`src/rtl/pdm_demod_341431502448362067_pkg.sv`:
```
// ============================================================================
// pdm_demod_341431502448362067_pkg : shared widths and types for the PDM demodulator
// Rev 1.0 - initial release (build option: PDM_DEMOD_SLIDING_EN)
// ============================================================================
`default_nettype none

package pdm_demod_341431502448362067_pkg;

  localparam int c_DEFAULT_WIDTH = 5;
  localparam int c_DEFAULT_N     = 1 << c_DEFAULT_WIDTH;

  typedef logic [c_DEFAULT_WIDTH-1:0] sample_t;

  typedef enum logic {
    MODE_BLOCK   = 1'b0,
    MODE_SLIDING = 1'b1
  } mode_e;

`ifdef PDM_DEMOD_SLIDING_EN
  localparam mode_e c_MODE = MODE_SLIDING;
`else
  localparam mode_e c_MODE = MODE_BLOCK;
`endif

endpackage

`default_nettype wire

```
`src/rtl/pdm_demod_341431502448362067_if.sv`:
```
// ============================================================================
// pdm_demod_341431502448362067_if : PDM stream in, decoded sample and flags out
// Rev 1.0 - initial release
// ============================================================================
`default_nettype none

interface pdm_demod_341431502448362067_if #(
  parameter int WIDTH = pdm_demod_341431502448362067_pkg::c_DEFAULT_WIDTH
);

  logic             pdm_in;
  logic             restart;
  logic [WIDTH-1:0] sample;
  logic             sample_valid;
  logic             sat;

  modport master (
    output pdm_in,
    output restart,
    input  sample,
    input  sample_valid,
    input  sat
  );

  modport slave (
    input  pdm_in,
    input  restart,
    output sample,
    output sample_valid,
    output sat
  );

endinterface

`default_nettype wire

```
`src/rtl/pdm_demod_341431502448362067_acc.sv`:
```
// ============================================================================
// pdm_demod_acc_341431502448362067 : window position and ones accumulator
// Rev 1.0 - initial release (build option: PDM_DEMOD_SLIDING_EN)
// ============================================================================
`default_nettype none

module pdm_demod_acc_341431502448362067
  import pdm_demod_341431502448362067_pkg::*;
#(
  parameter int WIDTH = c_DEFAULT_WIDTH
) (
  input  logic             clk,
  input  logic             reset_n,
  input  logic             restart,
  input  logic             pdm_in,
  output logic             window_end,
  output logic [WIDTH:0]   ones_next
);

  localparam logic [WIDTH-1:0] c_WCNT_LAST = '1;

  logic [WIDTH-1:0] r_wcnt;
  logic [WIDTH:0]   r_ones;

  assign window_end = (r_wcnt == c_WCNT_LAST);

`ifdef PDM_DEMOD_SLIDING_EN
  localparam int c_N = 1 << WIDTH;

  logic [c_N-1:0] r_hist;

  // History is zero during fill, so the subtraction is harmless until it is full.
  assign ones_next = r_ones + (WIDTH+1)'(pdm_in) - (WIDTH+1)'(r_hist[c_N-1]);

  always_ff @(posedge clk) begin
    if (!reset_n || restart) begin
      r_wcnt <= '0;
      r_ones <= '0;
      r_hist <= '0;
    end else begin
      r_hist <= {r_hist[c_N-2:0], pdm_in};
      r_ones <= ones_next;
      if (!window_end) begin
        r_wcnt <= r_wcnt + WIDTH'(1);
      end
    end
  end
`else
  assign ones_next = r_ones + (WIDTH+1)'(pdm_in);

  always_ff @(posedge clk) begin
    if (!reset_n || restart) begin
      r_wcnt <= '0;
      r_ones <= '0;
    end else if (window_end) begin
      r_wcnt <= '0;
      r_ones <= '0;
    end else begin
      r_wcnt <= r_wcnt + WIDTH'(1);
      r_ones <= ones_next;
    end
  end
`endif

endmodule

`default_nettype wire

```
`src/rtl/pdm_demod_341431502448362067.sv`:
```
// ============================================================================
// pdm_demod_341431502448362067 : PDM-to-sample decimator with strobe and sticky clamp flag
// Rev 1.0 - initial release (build option: PDM_DEMOD_SLIDING_EN)
// ============================================================================
`default_nettype none

module pdm_demod_341431502448362067
  import pdm_demod_341431502448362067_pkg::*;
#(
  parameter int WIDTH = c_DEFAULT_WIDTH
) (
  input  logic                             clk,
  input  logic                             reset_n,
  pdm_demod_341431502448362067_if.slave    bus
);

  logic             w_window_end;
  logic [WIDTH:0]   w_ones_next;
  logic             w_clamp;
  logic [WIDTH-1:0] w_sample_next;

  logic [WIDTH-1:0] r_sample;
  logic             r_sample_valid;
  logic             r_sat;

  pdm_demod_acc_341431502448362067 #(
    .WIDTH (WIDTH)
  ) u_acc (
    .clk        (clk),
    .reset_n    (reset_n),
    .restart    (bus.restart),
    .pdm_in     (bus.pdm_in),
    .window_end (w_window_end),
    .ones_next  (w_ones_next)
  );

  // ones_next never exceeds N, so its MSB alone marks the one value that must clamp.
  assign w_clamp       = w_ones_next[WIDTH];
  assign w_sample_next = w_clamp ? '1 : w_ones_next[WIDTH-1:0];

  always_ff @(posedge clk) begin
    if (!reset_n) begin
      r_sample       <= '0;
      r_sample_valid <= 1'b0;
      r_sat          <= 1'b0;
    end else if (bus.restart) begin
      r_sample_valid <= 1'b0;
      r_sat          <= 1'b0;
    end else begin
      r_sample_valid <= w_window_end;
      if (w_window_end) begin
        r_sample <= w_sample_next;
        if (w_clamp) begin
          r_sat <= 1'b1;
        end
      end
    end
  end

  assign bus.sample       = r_sample;
  assign bus.sample_valid = r_sample_valid;
  assign bus.sat          = r_sat;

endmodule

`default_nettype wire

```
`src/flat_wrapper.sv`:
```
// flat-port wrapper written by rule: the top's interface ports become plain ports
module pdm_demod_341431502448362067_flat import pdm_demod_341431502448362067_pkg::*;
#(
  parameter int WIDTH = c_DEFAULT_WIDTH
)
  (clk, reset_n, bus_pdm_in, bus_restart, bus_sample, bus_sample_valid, bus_sat);
  pdm_demod_341431502448362067_if #(.WIDTH(WIDTH)) bus_i ();
  input  logic clk;
  input  logic reset_n;
  input wire logic [$bits(bus_i.pdm_in)-1:0] bus_pdm_in;
  input wire logic [$bits(bus_i.restart)-1:0] bus_restart;
  output wire logic [$bits(bus_i.sample)-1:0] bus_sample;
  output wire logic [$bits(bus_i.sample_valid)-1:0] bus_sample_valid;
  output wire logic [$bits(bus_i.sat)-1:0] bus_sat;
  assign bus_i.pdm_in = bus_pdm_in;
  assign bus_i.restart = bus_restart;
  assign bus_sample = bus_i.sample;
  assign bus_sample_valid = bus_i.sample_valid;
  assign bus_sat = bus_i.sat;
  pdm_demod_341431502448362067 #(.WIDTH(WIDTH)) u_core (.clk(clk), .reset_n(reset_n), .bus(bus_i));
endmodule
```
`config.mk`:
```
export PLATFORM = sky130hd
export DESIGN_NAME = pdm_demod_341431502448362067_flat
export DESIGN_NICKNAME = d
export VERILOG_FILES = /design/src/rtl/pdm_demod_341431502448362067_pkg.sv /design/src/rtl/pdm_demod_341431502448362067_if.sv /design/src/rtl/pdm_demod_341431502448362067_acc.sv /design/src/rtl/pdm_demod_341431502448362067.sv /design/src/flat_wrapper.sv
export SDC_FILE = /design/constraint.sdc
export NUM_CORES = 1
export LEC_CHECK = 0
export CAP_MARGIN = 20
export CORE_AREA = 4 4 41 43
export CTS_BUF_LIST = sky130_fd_sc_hd__clkbuf_4 sky130_fd_sc_hd__clkbuf_8
export CTS_CLUSTER_DIAMETER = 60
export CTS_CLUSTER_SIZE = 40
export DETAILED_ROUTE_END_ITERATION = 12
export DIE_AREA = 0 0 45 47
export DONT_BUFFER_PORTS = 1
export PLACE_DENSITY = 0.67
export SLEW_MARGIN = 20
export SYNTH_ARGS = -nofsm -noshare
export SYNTH_HDL_FRONTEND = slang
export SYNTH_SLANG_ARGS = --single-unit
```
`constraint.sdc`:
```
create_clock -name clk -period 3.5 [get_ports clk]
set_input_delay 0 -clock clk [delete_from_list [all_inputs] [get_ports clk]]
set_output_delay 0 -clock clk [all_outputs]
set_load 0.05 [all_outputs]
```
==> results.md <==
- Worst-path cell chain: ha_1 > and3_1 > ha_1 > nor2b_1 > o21ai_0 > a31oi_1
- Reg clk slew, reported paths: 0.10 ns
- Largest net degree at the start of global routing: 12
- Fillers: 129
- Yosys top cell area share: 0.526
- Post-CTS Setup Bufs: 0
- Fin crit period: 1.73 ns
- Share of cells above drive strength 1: 0.171
- Final setup TNS: 0 ns
- Worst-margin pin slew: 0.568 ns
- Total Wirelength: 1070 um
- Top Ports: 11
- Initial Util: 0.527
- Outcome: finished clean
- Part of the cycle the worst path needs: 0.494
- Multi-input gate area: 298 um^2
- Fmax: 0.579 GHz
- Req. time, crit path: 3.72 ns
- Top cells by area, synth: dfxtp_1 53%, ha_1 7.3%, a31oi_1 4.6%
- Synthesized net count: 73
- HP Class: input port to flop
- R2R Setup Slk: 1.77 ns
- Synth Register Bits: 18
- Clock root buffer: clkbuf_4
- Global-route wire length before repair: 1960 um
- Setup crit start: u_core.u_acc.r_wcnt[0]
- Clock skew: 0.00216 ns
- PwrDens: 458 nW/um^2
- Cell variety after synth: 23
- Max-slew headroom: 0.621
- First DRT Iteration DRCs: 6
- Antenna diodes: 0
- Vias in the first global route: 475
- Instance count of the mapped netlist: 65
- Lkg Pwr: 0.304 nW
- CP endpoint kind: flop
- Syn_area_per_cell: 10.5 um^2
- Later-pin clock latency in the skew report: 0.28 ns
- H-tree lvl count: 1
- Port Buffer Count: 0
- TritonCTS clock tree: done
- Vias: 444
- Post-CTS sizing: 0
- Met2 wire length: 428 um
- Length of routed wiring on met1: 554 um
- Area Overhead vs Synth: 10.0%
- CP Launch Type: flop
- Top cell by count, worst path: ha_1
- Die area: 2120 um^2
- Met3 wire length: 73 um
- Hold-critical path endpoint: u_core.bus.sample_valid
- Chip width: 45 um
- GRT overflow: 0
- Total number of placement rows: 13
- Cell area after synthesis: 686 um^2
- Worst vdd ir: 0.235 mV
- TritonCTS buffer count: 3
- # clock sinks: 18
- Hold path depth: 3
- Nets@finish: 79
- Slew Viols, Final: 0
- DP HPWL: 777 um
- Worst reg-to-reg path cell count: 6
- Final Hold Viols: 0
- Count of final setup violators: 0
- Hold path startpoint: bus_restart
- Setup CP Type: flop to flop
- Critical path arrival: 1.95 ns
- Yosys warns: 0
- # Max-Cap Violations: 0
- Core area: 1300 um^2
- DRC Markers: 0
- Maximum root-to-sink buffer count: 2
- Slowest CP cell: nor2b_1
- Cell taking the most area after synthesis: dfxtp_1
- Antenna Violating Nets Remaining: 0
- Overall Power: 0.346 mW
- First drt pass iteration count: 4
- Global Route Usage Sum: 0.129
- Worst path max stage delay: 0.49 ns
- DR top layer: met4
- Unrepaired setup endpoints after global routing: false
- Routability congestion estimate: 0.674
- Reg2Reg Capture Point: u_core.bus.sample[3]
- Crit Path Max Fanout: 11
- Vias per cell: 5.22
- WL per Instance: 12.6 um
- FF-to-FF Start: u_core.u_acc.r_wcnt[0]
- Die Height: 47 um
- Post-synthesis sequential area ratio: 0.526
- Initial antenna violation count: 0
- Sequential cell area: 360 um^2
- Post-route core utilization: 0.580
-- worst max path at each step --
| stage | end | cells past startpoint |
|---|---|---|
| finish | u_core.bus.sample[3] | 6 |
| global route | u_core.bus.sample[4] | 6 |
| CTS | u_core.bus.sample[3] | 6 |
| detailed placement | u_core.bus.sample[3] | 6 |
| global placement | u_core.bus.sample[1] | 6 |
| floorplan | u_core.u_acc.r_ones[3] | 6 |
-- routing by layer --
layer	global-route usage	vias to the layer above
met5	0	-
met4	0.0702	0
met3	0.0421	2
met2	0.201	10
met1	0.158	202
li1	-	230
-- stage by stage --
step                hold slack, ns  cells  area, um^2  setup slack, ns
detailed placement           0.130     78         688             1.78
finish                      0.0132     85         754             1.77
global placement             0.129     78         688             1.81
CTS                         0.0110     85         754             1.75
floorplan                    0.112     65         686             2.00
global route                0.0107     85         754             1.52
-- cells in the final DEF, fill, tap and decap left out --
cell type,instances
nand3_2,1
xor2_1,2
o21ai_0,5
nand3_1,2
or3b_1,1
nand2_1,1
clkbuf_8,1
and3_2,1
xnor2_1,3
dlygate4sd3_1,3
nor2b_1,1
inv_1,3
nor2_2,5
clkbuf_4,3
nor3b_1,1
ha_1,4
nand3b_1,1
nor2_1,4
and2_1,2
xor2_2,1
a31oi_1,5
dfxtp_1,18
and3_1,1
o21ai_1,1
-- timing repair --
item,CTS,global route
endpoints found under the hold margin,10,0
hold buffers,3,0
setup endpoints to repair,0,0
-- registers in the layout, summed over array words and instances, names as in the netlist --
signal / count
u_core.u_acc.r_ones: 6
u_core.u_acc.r_wcnt: 5
u_core.bus.sample: 5
u_core.bus.sat: 1
u_core.bus.sample_valid: 1
-- critical path: cells and delay by family (launching register included) --
family / cells / cell delay [ns]
AND/OR/NAND/NOR: 2 / 0.64
flip-flops: 1 / 0.37
adder cells (fa/ha/maj): 2 / 0.34
AO/OA/AOI/OAI: 2 / 0.31
-- cells by family (layout without fill, tap and decap cells) --
group | after synthesis | count (layout) | share of synthesized area
AND/OR/NAND/NOR | 21 | 21 | 0.184
buffers and inverters | 5 | 10 | 0.0401
AO/OA/AOI/OAI | 11 | 11 | 0.0894
flip-flops | 18 | 18 | 0.526
adder cells (fa/ha/maj) | 4 | 4 | 0.0730
XOR/XNOR | 6 | 6 | 0.0876
-- report_power, final --
part	internal [mW]	total, mW	switching, mW
registers	0.207	0.208	0.000983
logic	0.00506	0.0110	0.00592
clock network	0.0633	0.127	0.0637
total	0.275	0.346	0.0706
-- Yosys cell counts (all sizes together) --
| library cell | n |
|---|---|
| nand3 | 3 |
| or3b | 1 |
| nor2 | 9 |
| xor2 | 3 |
| ha | 4 |
| nand2 | 1 |
| nor3b | 1 |
| o21ai | 6 |
| and2 | 2 |
| buf | 2 |
| and3 | 2 |
| xnor2 | 3 |
| inv | 3 |
| nor2b | 1 |
| nand3b | 1 |
| dfxtp | 18 |
| a31oi | 5 |
-- final cells by class --
cell class,instances,area share
well taps,15,0.0249
clock buffers,4,0.0481
flip-flops and latches,18,0.478
multi-input cells,42,0.395
repair buffers,3,0.0398
inverters,3,0.0149
No activity file was read; power rests on OpenSTA's default activity.
